===== src/rtl/pt_feedback_pkg.sv =====
// ---------------------------------------------------------------------------
// pt_feedback_pkg
// Shared definitions for the feedback-chain fade/split blocks.
//   fade_state_e : per-channel fade FSM encoding
//   N_CH         : number of output channels of the splitter
// ---------------------------------------------------------------------------
package pt_feedback_pkg;

    typedef enum logic [1:0] {
        ST_OFF       = 2'd0,
        ST_RAMP_UP   = 2'd1,
        ST_ON        = 2'd2,
        ST_RAMP_DOWN = 2'd3
    } fade_state_e;

    localparam int N_CH = 8;

endpackage : pt_feedback_pkg


===== src/rtl/fade_gate_channel.sv =====
// ---------------------------------------------------------------------------
// fade_gate_channel
// One splitter output channel: a fade FSM with a linear gain register and a
// registered multiply/shift output stage.
// Ports:
//   clk_i, rst_ni  : clock, asynchronous active-low reset
//   sat_i          : saturated input sample (OUTPUT_WIDTH, signed)
//   sel_i          : channel on request
//   tick_i         : gain step strobe from the shared prescaler
//   data_o         : faded output sample (registered)
//   active_o       : FSM not in OFF
//   ramping_o      : FSM in RAMP_UP or RAMP_DOWN
// ---------------------------------------------------------------------------
module fade_gate_channel
    import pt_feedback_pkg::*;
#(
    parameter int OUTPUT_WIDTH = 14,
    parameter int FADE_BITS    = 8
) (
    input  logic                           clk_i,
    input  logic                           rst_ni,
    input  logic signed [OUTPUT_WIDTH-1:0] sat_i,
    input  logic                           sel_i,
    input  logic                           tick_i,
    output logic signed [OUTPUT_WIDTH-1:0] data_o,
    output logic                           active_o,
    output logic                           ramping_o
);

    localparam int GW = FADE_BITS + 1;
    localparam int PW = OUTPUT_WIDTH + FADE_BITS + 1;
    localparam logic [GW-1:0] GAIN_MAX = {1'b1, {FADE_BITS{1'b0}}};

    fade_state_e state_q, state_d;
    logic [GW-1:0] gain_q, gain_d;
    logic signed [OUTPUT_WIDTH-1:0] data_q, data_d;
    logic signed [PW-1:0] prod;

    always_ff @(posedge clk_i or negedge rst_ni) begin
        if (!rst_ni) begin
            state_q <= ST_OFF;
            gain_q  <= '0;
            data_q  <= '0;
        end else begin
            state_q <= state_d;
            gain_q  <= gain_d;
            data_q  <= data_d;
        end
    end

    // Direction is resolved from the select first, then a tick steps the
    // gain in that (possibly new) direction in the same cycle. Reaching an
    // end stop moves the FSM to the matching steady state, which also covers
    // a reversal that lands exactly on an end stop.
    always_comb begin
        state_d = state_q;
        gain_d  = gain_q;
        case (state_q)
            ST_OFF:       if (sel_i)  state_d = ST_RAMP_UP;
            ST_RAMP_UP:   if (!sel_i) state_d = ST_RAMP_DOWN;
            ST_ON:        if (!sel_i) state_d = ST_RAMP_DOWN;
            ST_RAMP_DOWN: if (sel_i)  state_d = ST_RAMP_UP;
            default:                  state_d = ST_OFF;
        endcase
        if (state_d == ST_RAMP_UP) begin
            if (tick_i && (gain_q != GAIN_MAX)) gain_d = gain_q + GW'(1);
            if (gain_d == GAIN_MAX) state_d = ST_ON;
        end else if (state_d == ST_RAMP_DOWN) begin
            if (tick_i && (gain_q != '0)) gain_d = gain_q - GW'(1);
            if (gain_d == '0) state_d = ST_OFF;
        end
    end

    // Gain is zero-extended so it multiplies as a non-negative signed value;
    // the arithmetic shift floors, and unity gain reproduces sat_i exactly.
    always_comb begin
        prod   = sat_i * $signed({1'b0, gain_q});
        data_d = OUTPUT_WIDTH'(prod >>> FADE_BITS);
    end

    assign data_o    = data_q;
    assign active_o  = (state_q != ST_OFF);
    assign ramping_o = (state_q == ST_RAMP_UP) || (state_q == ST_RAMP_DOWN);

endmodule : fade_gate_channel


===== src/rtl/conditional_splitter_1x8.sv =====
// ---------------------------------------------------------------------------
// conditional_splitter_1x8
// Distributes one summed feedback word to 8 channels. Each channel fades its
// gain linearly between 0 and unity when its select bit changes, so enabling
// or disabling a channel never steps the output.
// Ports:
//   clk_i, rst_ni        : clock, asynchronous active-low reset
//   enable_select_i[7:0] : per-channel on request
//   data_i               : signed input sample (INPUT_WIDTH)
//   data0_o..data7_o     : signed faded outputs (OUTPUT_WIDTH)
//   active_o[7:0]        : channel k not OFF
//   busy_o               : any channel ramping
// Optional (macro CONDITIONAL_SPLITTER_SAT_FLAG_EN):
//   sat_clear_i          : clears the sticky saturation flag
//   sat_flag_o           : sticky flag, set whenever the input clamps
// ---------------------------------------------------------------------------
module conditional_splitter_1x8
    import pt_feedback_pkg::*;
#(
    parameter int INPUT_WIDTH   = 17,
    parameter int OUTPUT_WIDTH  = 14,
    parameter int FADE_BITS     = 8,
    parameter int FADE_STEP_DIV = 16
) (
    input  logic                           clk_i,
    input  logic                           rst_ni,
    input  logic [N_CH-1:0]                enable_select_i,
    input  logic signed [INPUT_WIDTH-1:0]  data_i,
    output logic signed [OUTPUT_WIDTH-1:0] data0_o,
    output logic signed [OUTPUT_WIDTH-1:0] data1_o,
    output logic signed [OUTPUT_WIDTH-1:0] data2_o,
    output logic signed [OUTPUT_WIDTH-1:0] data3_o,
    output logic signed [OUTPUT_WIDTH-1:0] data4_o,
    output logic signed [OUTPUT_WIDTH-1:0] data5_o,
    output logic signed [OUTPUT_WIDTH-1:0] data6_o,
    output logic signed [OUTPUT_WIDTH-1:0] data7_o,
    output logic [N_CH-1:0]                active_o,
    output logic                           busy_o
`ifdef CONDITIONAL_SPLITTER_SAT_FLAG_EN
    ,
    input  logic                           sat_clear_i,
    output logic                           sat_flag_o
`endif
);

    localparam int PRESC_W = (FADE_STEP_DIV > 1) ? $clog2(FADE_STEP_DIV) : 1;

    logic [PRESC_W-1:0]             presc_q, presc_d;
    logic                           tick;
    logic signed [OUTPUT_WIDTH-1:0] sat_q, sat_d;
    logic                           clamp_hi, clamp_lo;
    logic signed [OUTPUT_WIDTH-1:0] data_ch [N_CH];
    logic [N_CH-1:0]                ramping;

    // Free-running step prescaler; with a divider of 1 the count stays 0 and
    // tick is asserted every cycle.
    assign tick    = (presc_q == PRESC_W'(FADE_STEP_DIV - 1));
    assign presc_d = tick ? '0 : presc_q + PRESC_W'(1);

    generate
        if (INPUT_WIDTH > OUTPUT_WIDTH) begin : g_sat
            localparam logic signed [INPUT_WIDTH-1:0] SAT_MAX =
                INPUT_WIDTH'((2 ** (OUTPUT_WIDTH - 1)) - 1);
            localparam logic signed [INPUT_WIDTH-1:0] SAT_MIN =
                INPUT_WIDTH'(-(2 ** (OUTPUT_WIDTH - 1)));
            assign clamp_hi = (data_i > SAT_MAX);
            assign clamp_lo = (data_i < SAT_MIN);
            assign sat_d    = clamp_hi ? {1'b0, {(OUTPUT_WIDTH-1){1'b1}}} :
                              clamp_lo ? {1'b1, {(OUTPUT_WIDTH-1){1'b0}}} :
                                         data_i[OUTPUT_WIDTH-1:0];
        end else begin : g_nosat
            // Input already fits the output range: sign-extend only.
            assign clamp_hi = 1'b0;
            assign clamp_lo = 1'b0;
            assign sat_d    = OUTPUT_WIDTH'(data_i);
        end
    endgenerate

    always_ff @(posedge clk_i or negedge rst_ni) begin
        if (!rst_ni) begin
            presc_q <= '0;
            sat_q   <= '0;
        end else begin
            presc_q <= presc_d;
            sat_q   <= sat_d;
        end
    end

`ifdef CONDITIONAL_SPLITTER_SAT_FLAG_EN
    logic sat_flag_q;

    // A clamp wins over a simultaneous clear.
    always_ff @(posedge clk_i or negedge rst_ni) begin
        if (!rst_ni) begin
            sat_flag_q <= 1'b0;
        end else if (clamp_hi || clamp_lo) begin
            sat_flag_q <= 1'b1;
        end else if (sat_clear_i) begin
            sat_flag_q <= 1'b0;
        end
    end

    assign sat_flag_o = sat_flag_q;
`endif

    genvar gi;
    generate
        for (gi = 0; gi < N_CH; gi++) begin : g_ch
            fade_gate_channel #(
                .OUTPUT_WIDTH (OUTPUT_WIDTH),
                .FADE_BITS    (FADE_BITS)
            ) u_ch (
                .clk_i     (clk_i),
                .rst_ni    (rst_ni),
                .sat_i     (sat_q),
                .sel_i     (enable_select_i[gi]),
                .tick_i    (tick),
                .data_o    (data_ch[gi]),
                .active_o  (active_o[gi]),
                .ramping_o (ramping[gi])
            );
        end
    endgenerate

    assign busy_o  = |ramping;
    assign data0_o = data_ch[0];
    assign data1_o = data_ch[1];
    assign data2_o = data_ch[2];
    assign data3_o = data_ch[3];
    assign data4_o = data_ch[4];
    assign data5_o = data_ch[5];
    assign data6_o = data_ch[6];
    assign data7_o = data_ch[7];

endmodule : conditional_splitter_1x8


===== config.mk =====
export PLATFORM = sky130hd
export DESIGN_NAME = conditional_splitter_1x8
export DESIGN_NICKNAME = d
export VERILOG_FILES = /design/src/rtl/pt_feedback_pkg.sv /design/src/rtl/fade_gate_channel.sv /design/src/rtl/conditional_splitter_1x8.sv
export SDC_FILE = /design/constraint.sdc
export NUM_CORES = 2
export LEC_CHECK = 0
export ABC_AREA = 1
export CORE_MARGIN = 5
export CORE_UTILIZATION = 45
export CTS_BUF_LIST = sky130_fd_sc_hd__clkbuf_4
export CTS_CLUSTER_SIZE = 8
export DETAILED_ROUTE_END_ITERATION = 6
export PLACE_DENSITY = 0.69
export SLEW_MARGIN = 10
export SYNTH_ARGS = -nofsm -noshare
export SYNTH_HDL_FRONTEND = slang
export SYNTH_SLANG_ARGS = --single-unit
export TNS_END_PERCENT = 1

===== constraint.sdc =====
create_clock -name clk_i -period 8.2 [get_ports clk_i]
set_input_delay 1.23 -clock clk_i [delete_from_list [all_inputs] [get_ports clk_i]]
set_output_delay 1.23 -clock clk_i [all_outputs]
set_load 0.005 [all_outputs]

==> run summary <==
outcome - completed
GRT Residual Overflow - 0
EDFF count, synth - 0
CTS Hold Buffers Added - 0
TritonCTS clock tree - yes
Least-Margin Pin Slew - 970 ps
Rows - 122
clk_skew - 91.9 ps
global-route wire length before repair - 215,000 um
synthesis warning total - 0
most common library cell in the layout ignoring fill and taps - nand2_1
maximum fanout along the worst path - 33
most used cells in the layout excluding fill and tap cells - 1,947 x nand2_1, 1,778 x inv_1, 800 x fa_1, 409 x ha_1, 244 x nand3_1
layout cell share with drive strength beyond 1 - 0.0368
post-route fraction of the period consumed by the critical path - 0.725
number of search-and-repair iterations in the first detailed-routing pass - 5
final critical path time including I/O delays and setup - 5950 ps
Detailed Route Iter0 Violations - 2,668
Max Buffers Root-to-Sink - 3
cell count after synthesis - 6,827
Critical Path AT - 6660 ps
number of maximum-capacitance violations - 0
area of the mapped netlist - 50,000 um2
number of global-route vias before repair - 43,503
CTS Buf Count - 72
Die X - 343 um
Total Routing Usage GR - 0.222
core box area - 111,000 um2
number of gates given a new drive strength after cts - 0
weighted congestion at the end of routability-driven global placement - 0.925
number of port buffers - 147
post-synthesis register bit count - 218
Synth cell types - 51
clock-pin slew reported for the worst setup and hold paths after clock tree synthesis - 80 ps
Max stage delay cell, worst path - dfrtp_2
total routed wirelength - 128,000 um
Via-to-Cell Ratio - 5.00
setup repair after global routing missed its margin - no
sequential-to-total area share from yosys stat - 0.109
final hold viol count - 0
Chip Height - 343 um
ANT nets after route - 0
startpoint of the lowest-slack register-to-register path - sat_q[6]
crit-path leading delay family - adder cells
Final TNS setup - 0 ps
Clock Sink Count - 218
R2R setup slack - 2250 ps
worst path buffer plus inverter count - 6
Worst setup EP type - flip-flop
Layout Nets - 8,042
Mapped Avg Cell Area - 7.32 um2
starting density of the core - 0.452
Worst EP required - 8910 ps
primary flip-flop cell chosen by synthesis mapping - dfrtp_1
area growth from synthesis to layout - 6.77%
nets in the synthesized netlist - 8,063
Max Clock Freq - 168 MHz
r2r worst-path depth - 20
count of pins over their slew limit - 0
capture instance of the worst register-to-register path - g_ch[3].u_ch.data_o[13]
number of design rule violations left after detail routing - 0
placed wire-length estimate after detailed placement - 97,500 um
Post-synth ARST share - 1.00
count of filler cells inserted in the layout - 10,978
initial antenna violation count - 8
Relative slew margins - 0.353
final setup violating endpoints - 0
Die ar. - 118,000 um2
clock latency reported for the late side of the worst-skew pair - 900 ps
Setup Crit Path Kind - reg2reg
count of pins on the block boundary - 148
via count of the routed design - 41,757
average wire per cell in the routed design - 15.3 um
Hold WC Path Type - in2async
largest net degree at the start of global routing - 112
setup repair bufs after CTS - 0
CTS Root Buffer Type - clkbuf_4
Slowest Stage Delay on Critical Path - 810 ps
CTS HTree Levels - 3
critical path cell sequence - buf_4 -> nand2_1 -> fa_1 -> inv_1 -> fa_1 -> inv_1 -> fa_1 -> inv_1 -> fa_1 -> inv_1 -> fa_1 -> inv_1 -> ha_1 -> nand2_1 -> o21ai_0 -> a21oi_1 -> or2_2 -> nand3_1 -> nand3b_1 -> nand2_1
crit path launch type - flip-flop
[logic make-up (layout without fill, tap and decap cells)]
logic type,after synthesis,after routing,synth area share
xor gates and xnor gates,214,214,0.0376
DFF,218,218,0.109
muxes,4,4,0.000801
buffers and inverters,2078,2107,0.160
AOI/OAI and AO/OA,474,474,0.0547
and+or+nand+nor,2630,2630,0.215
adders and majority gates,1209,1209,0.423
other,0,5,0
[flip-flops by register name, summed over array words and instances, names as in the netlist]
register           flops
g_ch.u_ch.data_o     112
g_ch.u_ch.gain_q      72
g_ch.u_ch.state_q     16
presc_q                4
sat_q                 14
[final cells by class]
type,count,area [um2],share of cell area
flip-flops and latches,218,5470,0.102
clock buffers,104,781,0.0146
multi-input cells,4531,36500,0.684
well taps,1488,1860,0.0349
diodes,5,12.5,0.000234
clock inverters,20,116,0.00218
repair buffers,187,1860,0.0349
inverters,1796,6750,0.126
[worst register-to-register path, stage by stage, from the launching register on]
cell,delay [ps]
dfrtp_2,810
buf_4,620
nand2_1,180
fa_1,550
inv_1,50
fa_1,490
inv_1,50
fa_1,530
inv_1,50
fa_1,480
inv_1,50
fa_1,470
inv_1,50
ha_1,360
nand2_1,120
o21ai_0,280
a21oi_1,110
or2_2,290
nand3_1,90
nand3b_1,110
nand2_1,50
[routing by layer]
metal	GRT usage	share of wire
met1	0.293	0.43
met2	0.367	0.46
met3	0.0400	0.074
met4	0.0793	0.033
met5	0	0.00016
[Yosys cell counts (all sizes together), types with 17 or more instances]
cell type	instances	area, um2
a21oi	195	980
a22oi	19	143
buf	143	743
clkbuf	139	523
dfrtp	218	5460
fa	800	16000
ha	409	5120
inv	1792	6730
nand2	1974	7510
nand3	245	1230
nand4	66	413
nor2	258	1050
nor3	33	185
nor4	22	138
o211ai	34	255
o21ai	149	746
o21bai	21	158
o221ai	21	184
or2	17	106
xnor2	66	578
xor2	148	1300
[worst max-delay path by stage]
stage / startpoint / endpoint / cells after the start
global route: sat_q[6] / g_ch[0].u_ch.data_o[10] / 23
global placement: sat_q[6] / g_ch[3].u_ch.data_o[13] / 18
detailed placement: sat_q[12] / g_ch[0].u_ch.data_o[13] / 19
floorplan: sat_q[13] / g_ch[0].u_ch.data_o[13] / 23
CTS: sat_q[6] / g_ch[0].u_ch.data_o[10] / 23
finish: sat_q[6] / g_ch[3].u_ch.data_o[13] / 20
[per-stage QoR]
step	utilization	setup WS (ps)	cells	cell area (um2)	hold slack (ps)
2_1_floorplan	-	2820	6827	50000	467
3_3_place_gp	0.475	2420	8220	52500	477
3_5_place_dp	0.475	2350	8220	52500	487
4_1_cts	0.483	2280	8344	53400	351
5_1_grt	0.483	1900	8348	53400	459
6_report	0.483	2250	8349	53400	439
Power is not shown: default switching activity piles up to over one toggle a cycle in this logic, so the estimate is an artifact.
